===== src/rtl/sqd_channel_scheduler_if.sv =====
// Handshake bundle for the shared serial pattern detector: per-channel bit inputs
// with grants, plus the one-deep match event port.
interface sqd_channel_scheduler_if #(
    parameter int N_CH = 4,
    parameter int CH_W = 2
);
    logic            ENABLE;
    logic [N_CH-1:0] IN_VALID;
    logic [N_CH-1:0] IN_BIT;
    logic [N_CH-1:0] IN_READY;
    logic [N_CH-1:0] CLEAR_CH;
    logic            MATCH_VALID;
    logic            MATCH_READY;
    logic [CH_W-1:0] MATCH_CH;
    logic [15:0]     MATCH_TOTAL;

    modport master (
        output ENABLE, IN_VALID, IN_BIT, CLEAR_CH, MATCH_READY,
        input  IN_READY, MATCH_VALID, MATCH_CH, MATCH_TOTAL
    );

    modport slave (
        input  ENABLE, IN_VALID, IN_BIT, CLEAR_CH, MATCH_READY,
        output IN_READY, MATCH_VALID, MATCH_CH, MATCH_TOTAL
    );
endinterface


===== src/rtl/sqd_channel_scheduler.sv =====
// One serial sequence detector time-shared across N_CH channels via a round-robin
// grant, with per-channel saved history and a one-deep tagged match output stage.
module sqd_channel_scheduler #(
    parameter int                 N_CH    = 4,
    parameter int                 CH_W    = 2,
    parameter int                 PAT_LEN = 4,
    parameter logic [PAT_LEN-1:0] PATTERN = 4'b1101
) (
    input  logic                   CLK,
    input  logic                   RESET,
    sqd_channel_scheduler_if.slave bus
);
    localparam int                CNT_W   = $clog2(PAT_LEN);
    localparam int                HIST_W  = PAT_LEN - 1;
    localparam logic [CNT_W-1:0]  CNT_MAX = CNT_W'(PAT_LEN - 1);

    typedef enum logic {EMPTY, FULL} out_state_t;

    out_state_t         state_p1;
    logic [CH_W-1:0]    match_ch_p1;
    logic [15:0]        total;

    logic [HIST_W-1:0]  hist [N_CH];
    logic [CNT_W-1:0]   cnt  [N_CH];
    logic [CH_W-1:0]    rr;

    logic [N_CH-1:0]    cand;
    logic [N_CH-1:0]    gnt;
    logic [CH_W-1:0]    gnt_idx;
    logic [CH_W-1:0]    idx;
    logic               gnt_any;
    logic               can_accept;
    logic               accept;
    logic               hit;
    logic [PAT_LEN-1:0] win;

    // A cleared channel is never a candidate, so clear always beats grant.
    assign cand       = bus.IN_VALID & ~bus.CLEAR_CH;
    assign accept     = (state_p1 == FULL) && bus.MATCH_READY;
    assign can_accept = bus.ENABLE && ((state_p1 == EMPTY) || bus.MATCH_READY);

    always_comb begin
        gnt     = '0;
        gnt_idx = '0;
        gnt_any = 1'b0;
        idx     = '0;
        if (can_accept) begin
            for (int k = 1; k <= N_CH; k++) begin
                idx = CH_W'((int'(rr) + k) % N_CH);
                if (!gnt_any && cand[idx]) begin
                    gnt_any = 1'b1;
                    gnt_idx = idx;
                end
            end
        end
        if (gnt_any)
            gnt[gnt_idx] = 1'b1;
    end

    always_comb begin
        win = {hist[gnt_idx], bus.IN_BIT[gnt_idx]};
        hit = gnt_any && (cnt[gnt_idx] == CNT_MAX) && (win == PATTERN);
    end

    // p0 -> p1: per-channel context write-back and arbitration pointer
    always_ff @(posedge CLK or posedge RESET) begin
        if (RESET) begin
            for (int i = 0; i < N_CH; i++) begin
                hist[i] <= '0;
                cnt[i]  <= '0;
            end
            rr <= CH_W'(N_CH - 1);
        end else begin
            for (int i = 0; i < N_CH; i++) begin
                if (bus.CLEAR_CH[i]) begin
                    hist[i] <= '0;
                    cnt[i]  <= '0;
                end else if (gnt[i]) begin
                    hist[i] <= win[HIST_W-1:0];
                    if (cnt[i] != CNT_MAX)
                        cnt[i] <= cnt[i] + 1'b1;
                end
            end
            if (gnt_any)
                rr <= gnt_idx;
        end
    end

    // p1: output stage; a hit can only occur in FULL when the held event is taken
    always_ff @(posedge CLK or posedge RESET) begin
        if (RESET) begin
            state_p1    <= EMPTY;
            match_ch_p1 <= '0;
            total       <= '0;
        end else begin
            if (accept)
                total <= total + 16'd1;
            case (state_p1)
                EMPTY: begin
                    if (hit) begin
                        state_p1    <= FULL;
                        match_ch_p1 <= gnt_idx;
                    end
                end
                FULL: begin
                    if (bus.MATCH_READY) begin
                        if (hit)
                            match_ch_p1 <= gnt_idx;
                        else
                            state_p1 <= EMPTY;
                    end
                end
                default: state_p1 <= EMPTY;
            endcase
        end
    end

    assign bus.IN_READY    = gnt;
    assign bus.MATCH_VALID = (state_p1 == FULL);
    assign bus.MATCH_CH    = match_ch_p1;
    assign bus.MATCH_TOTAL = total;
endmodule

===== src/flat_wrapper.sv =====
// flat-port wrapper written by rule: the top's interface ports become plain ports
module sqd_channel_scheduler_flat 
#(
    parameter int                 N_CH    = 4,
    parameter int                 CH_W    = 2,
    parameter int                 PAT_LEN = 4,
    parameter logic [PAT_LEN-1:0] PATTERN = 4'b1101
)
  (CLK, RESET, bus_ENABLE, bus_IN_VALID, bus_IN_BIT, bus_CLEAR_CH, bus_MATCH_READY, bus_IN_READY, bus_MATCH_VALID, bus_MATCH_CH, bus_MATCH_TOTAL);
  sqd_channel_scheduler_if #(.N_CH(N_CH), .CH_W(CH_W)) bus_i ();
  input  logic CLK;
  input  logic RESET;
  input wire logic [$bits(bus_i.ENABLE)-1:0] bus_ENABLE;
  input wire logic [$bits(bus_i.IN_VALID)-1:0] bus_IN_VALID;
  input wire logic [$bits(bus_i.IN_BIT)-1:0] bus_IN_BIT;
  input wire logic [$bits(bus_i.CLEAR_CH)-1:0] bus_CLEAR_CH;
  input wire logic [$bits(bus_i.MATCH_READY)-1:0] bus_MATCH_READY;
  output wire logic [$bits(bus_i.IN_READY)-1:0] bus_IN_READY;
  output wire logic [$bits(bus_i.MATCH_VALID)-1:0] bus_MATCH_VALID;
  output wire logic [$bits(bus_i.MATCH_CH)-1:0] bus_MATCH_CH;
  output wire logic [$bits(bus_i.MATCH_TOTAL)-1:0] bus_MATCH_TOTAL;
  assign bus_i.ENABLE = bus_ENABLE;
  assign bus_i.IN_VALID = bus_IN_VALID;
  assign bus_i.IN_BIT = bus_IN_BIT;
  assign bus_i.CLEAR_CH = bus_CLEAR_CH;
  assign bus_i.MATCH_READY = bus_MATCH_READY;
  assign bus_IN_READY = bus_i.IN_READY;
  assign bus_MATCH_VALID = bus_i.MATCH_VALID;
  assign bus_MATCH_CH = bus_i.MATCH_CH;
  assign bus_MATCH_TOTAL = bus_i.MATCH_TOTAL;
  sqd_channel_scheduler #(.N_CH(N_CH), .CH_W(CH_W), .PAT_LEN(PAT_LEN), .PATTERN(PATTERN)) u_core (.CLK(CLK), .RESET(RESET), .bus(bus_i));
endmodule

===== config.mk =====
export PLATFORM = sky130hd
export DESIGN_NAME = sqd_channel_scheduler_flat
export DESIGN_NICKNAME = d
export VERILOG_FILES = /design/src/rtl/sqd_channel_scheduler_if.sv /design/src/rtl/sqd_channel_scheduler.sv /design/src/flat_wrapper.sv
export SDC_FILE = /design/constraint.sdc
export NUM_CORES = 1
export LEC_CHECK = 0
export CORE_MARGIN = 10
export CORE_UTILIZATION = 52
export CTS_CLUSTER_DIAMETER = 200
export CTS_CLUSTER_SIZE = 24
export DETAILED_ROUTE_END_ITERATION = 12
export HOLD_SLACK_MARGIN = 0.15
export PLACE_DENSITY_LB_ADDON = 0.1
export SYNTH_ARGS = -nofsm -noshare
export SYNTH_HDL_FRONTEND = slang
export SYNTH_SLANG_ARGS = --single-unit

===== constraint.sdc =====
create_clock -name CLK -period 3.34 [get_ports CLK]
set_input_delay 0.835 -clock CLK [delete_from_list [all_inputs] [get_ports CLK]]
set_output_delay 0.835 -clock CLK [all_outputs]
set_load 0.02 [all_outputs]

==> metrics.md <==
| Metric | Value |
|---|---|
| Run status | `finished clean` |
| Via Count | `1741` |
| 1st-iter DRT viols | `79` |
| Number of global-route vias before repair | `~1800` |
| Maximum number of pins on one net before global-route repair | `42` |
| Fillers | `308` |
| Post-placement cell count | `323` |
| Storage cell area | `0.00103 mm2` |
| Nature of the critical path startpoint | `primary input` |
| CTS tree | `done` |
| Syn Area/Cell | `10.2 um2` |
| Post-synth top area cell | `dfrtp_1` |
| Placeable Area | `slightly below 0.004 mm2` |
| Final ANT Viol Nets | `0` |
| Layout cells sized above 1 | `23.7%` |
| Final wirelength | `approximately 4.7 mm` |
| Worst path arrival time | `about 3.4 ns` |
| Commonest non-fill, non-tap cell in the layout | `dfrtp_1` |
| Commonest non-fill, non-tap cells in the layout | `dfrtp_1, buf_4, clkdlybuf4s50_1` |
| Ant. Diodes | `0` |
| Row cnt | `23` |
| Initial antenna violation count | `0` |
| CP endpoint kind | `flip-flop` |
| Nets | `just over 300` |
| Via/cell ratio | `between 5 and 6` |
| DP HPWL | `approximately 3.7 mm` |
| CTS Buf Count | `5` |
| Pwr dens | `about 360 mW/mm2` |
| Min-delay worst type | `reg -> reg` |
| Wire length of the first global-routing pass | `8.22 mm` |
| Clock Tree Root | `clkbuf_8` |
| Synth area leaders | `dfrtp_1, xnor2_1, nand2_1` |
| Slew Viols, Final | `0` |
| Flops & latches, synth | `between 40 and 50` |
| Clock buffer depth | `2` |
| WL per Instance | `between 10 and 15 um` |
| Post-route cell area | `0.00289 mm2` |
| Placed Area | `between 0.002 and 0.003 mm2` |
| Primary FF master, synth | `dfrtp_1` |
| Clock-pin slew on the worst setup and hold paths | `0.07 ns` |
| Drc violations | `0` |
| H-tree levels | `2` |
| Max-cap violations | `0` |
| Unrepaired setup endpoints after global routing | `no` |
| Die area | `between 0.006 and 0.007 mm2` |
| FFs w/ async S/R, synth | `100%` |
| Worst-Skew Late Latency | `approximately 0.3 ns` |
| Layout Skew | `a little under 0.003 ns` |
| Syn_nets | `approximately 230` |
| Post-synth EDFFs | `0` |
| Synthesized area | `~0.0021 mm2` |
| Starting Density | `between 50% and 60%` |
| VDD IR max | `between 0.2 and 0.25 mV` |
| Synth warn | `0` |
| Layout Cells excl Fill | `roughly 330` |
| Die Height | `83.5 um` |
| Slew headroom | `between 60% and 70%` |
| GR Overflow Total | `0` |
| Pre-CTS setup slack | `-0.613 ns` |
| Worst-path fanout max | `3` |
| Max Freq | `approximately 0.31 GHz` |
| Clock sinks | `41` |
| Synth Instances | `between 200 and 250` |
| Leakage | `around 1.4 nW` |
| Req. time, crit path | `~3.5 ns` |
| Gr usage total | `between 10% and 20%` |
| GPL Wtd Cong | `a little under 0.9` |
| Sequential fraction of the synthesis area | `49.1%` |
| Synth unique cells | `44` |
| Tmin final | `around 3.2 ns` |
| Area occupied by multi-input gates | `~0.0011 mm2` |
| I/O Buffers | `38` |
| # setup viols final | `0` |
| Setup WS post-layout | `0.154 ns` |
| Drt pass-1 iters | `4` |
| Share of the synthesized area in the top cell type | `between 40 and 50%` |
| Hold Violations, Final | `0` |
| Die X | `between 80 and 90 um` |
| Final worst-path cycle share | `about 95%` |
| P&R area growth vs syn | `38.0%` |
| Kind of critical path | `in -> reg` |
| Worst-Margin Slew | `0.512 ns` |
| I/O pin count | `39` |
power by group:
part	internal (mW)	switching, mW	total (mW)
logic	0.111	0.0990	0.210
registers	0.517	0.0167	0.534
clock network	0.147	0.165	0.312
area by class of cell:
cell class                      instances  area share [%]
Multi-Input combinational cell        153            36.7
Sequential cell                        41            35.6
Timing Repair Buffer                   72            21.6
Clock buffer                            7            2.64
Tap cell                               50            2.16
Inverter                                9            1.17
Clock inverter                          1           0.173
critical path: stages:
cell	delay, ns
dlygate4sd2_1	0.24
nand2b_4	0.14
nor2b_1	0.12
or4_4	0.54
nor2_4	0.14
buf_6	0.11
buf_4	0.10
mux2_2	0.33
or4b_4	0.51
mux2_4	0.31
final timing paths:
check | cells past startpoint | slack, ns | start | end
max | 10 | 0.15 | bus_CLEAR_CH[2] | u_core.bus.MATCH_CH[0]$_DFFE_PP0P_
min | 1 | 0.49 | u_core.bus.MATCH_TOTAL[10]$_DFFE_PP0P_ | u_core.bus.MATCH_TOTAL[10]$_DFFE_PP0P_
max reg2reg | 8 | 0.63 | u_core.rr[1]$_DFFE_PP1P_ | u_core.bus.MATCH_CH[0]$_DFFE_PP0P_
min reg2reg | 1 | 0.49 | u_core.bus.MATCH_TOTAL[10]$_DFFE_PP0P_ | u_core.bus.MATCH_TOTAL[10]$_DFFE_PP0P_
max in group asynchronous | 3 | 1.98 | RESET | u_core.rr[0]$_DFFE_PP1P_
min in group asynchronous | 3 | 0.98 | RESET | u_core.bus.MATCH_TOTAL[14]$_DFFE_PP0P_
routing by layer:
layer | track usage (%) | vias to the layer above | part of all wire (%)
li1 | - | 870 | -
met1 | 15.9 | 816 | 43
met5 | 0 | - | 0
met4 | 6.39 | 0 | 1.7
met2 | 23.1 | 48 | 47
met3 | 4.59 | 7 | 7.3
timing repair:
action | in CTS | in global routing
setup endpoints to repair | 6 | 6
pin swaps | 3 | 1
gates cloned | 0 | 0
gates resized for setup | 31 | 5
hold buffers | 0 | 0
buffers inserted | 2 | 0
logic make-up after synthesis:
kind of cell             synth area share, %
AO/OA/AOI/OAI                           8.60
XOR/XNOR                                7.94
adder cells (fa/ha/maj)                 2.99
buffers and inverters                   2.03
flip-flops                              49.1
multiplexers                            6.93
AND/OR/NAND/NOR                         22.4
state kept, by name, summed over array words and instances, names as in the netlist:
register	count
u_core.bus.MATCH_TOTAL	16
u_core.hist	12
u_core.cnt	8
u_core.bus.MATCH_CH	2
u_core.rr	2
u_core.bus.MATCH_VALID	1
cells in the mapped netlist (4+ instances only):
cell      count
nand2_1      22
nand2b_1      6
a21oi_1       7
mux2_2        4
xnor2_1      15
mux2i_1       7
ha_1          5
nand3b_1      8
nand3_1      13
inv_1         9
dfrtp_1      39
o21ai_0      10
nor2_1       17
xor2_1        4
per-stage QoR:
step	total power, mW	TNS (ns)	hold WS, ns	utilization, %
finish	1.06	0	0.487	73.4
global route	1.11	0	0.508	73.4
CTS	1.06	0	0.495	72.9
detailed placement	0.748	-3.23	0.480	70.3
global placement	0.746	-3.08	0.460	70.3
floorplan	0.641	0	0.456	-
Power figures use the tool's default switching activity.
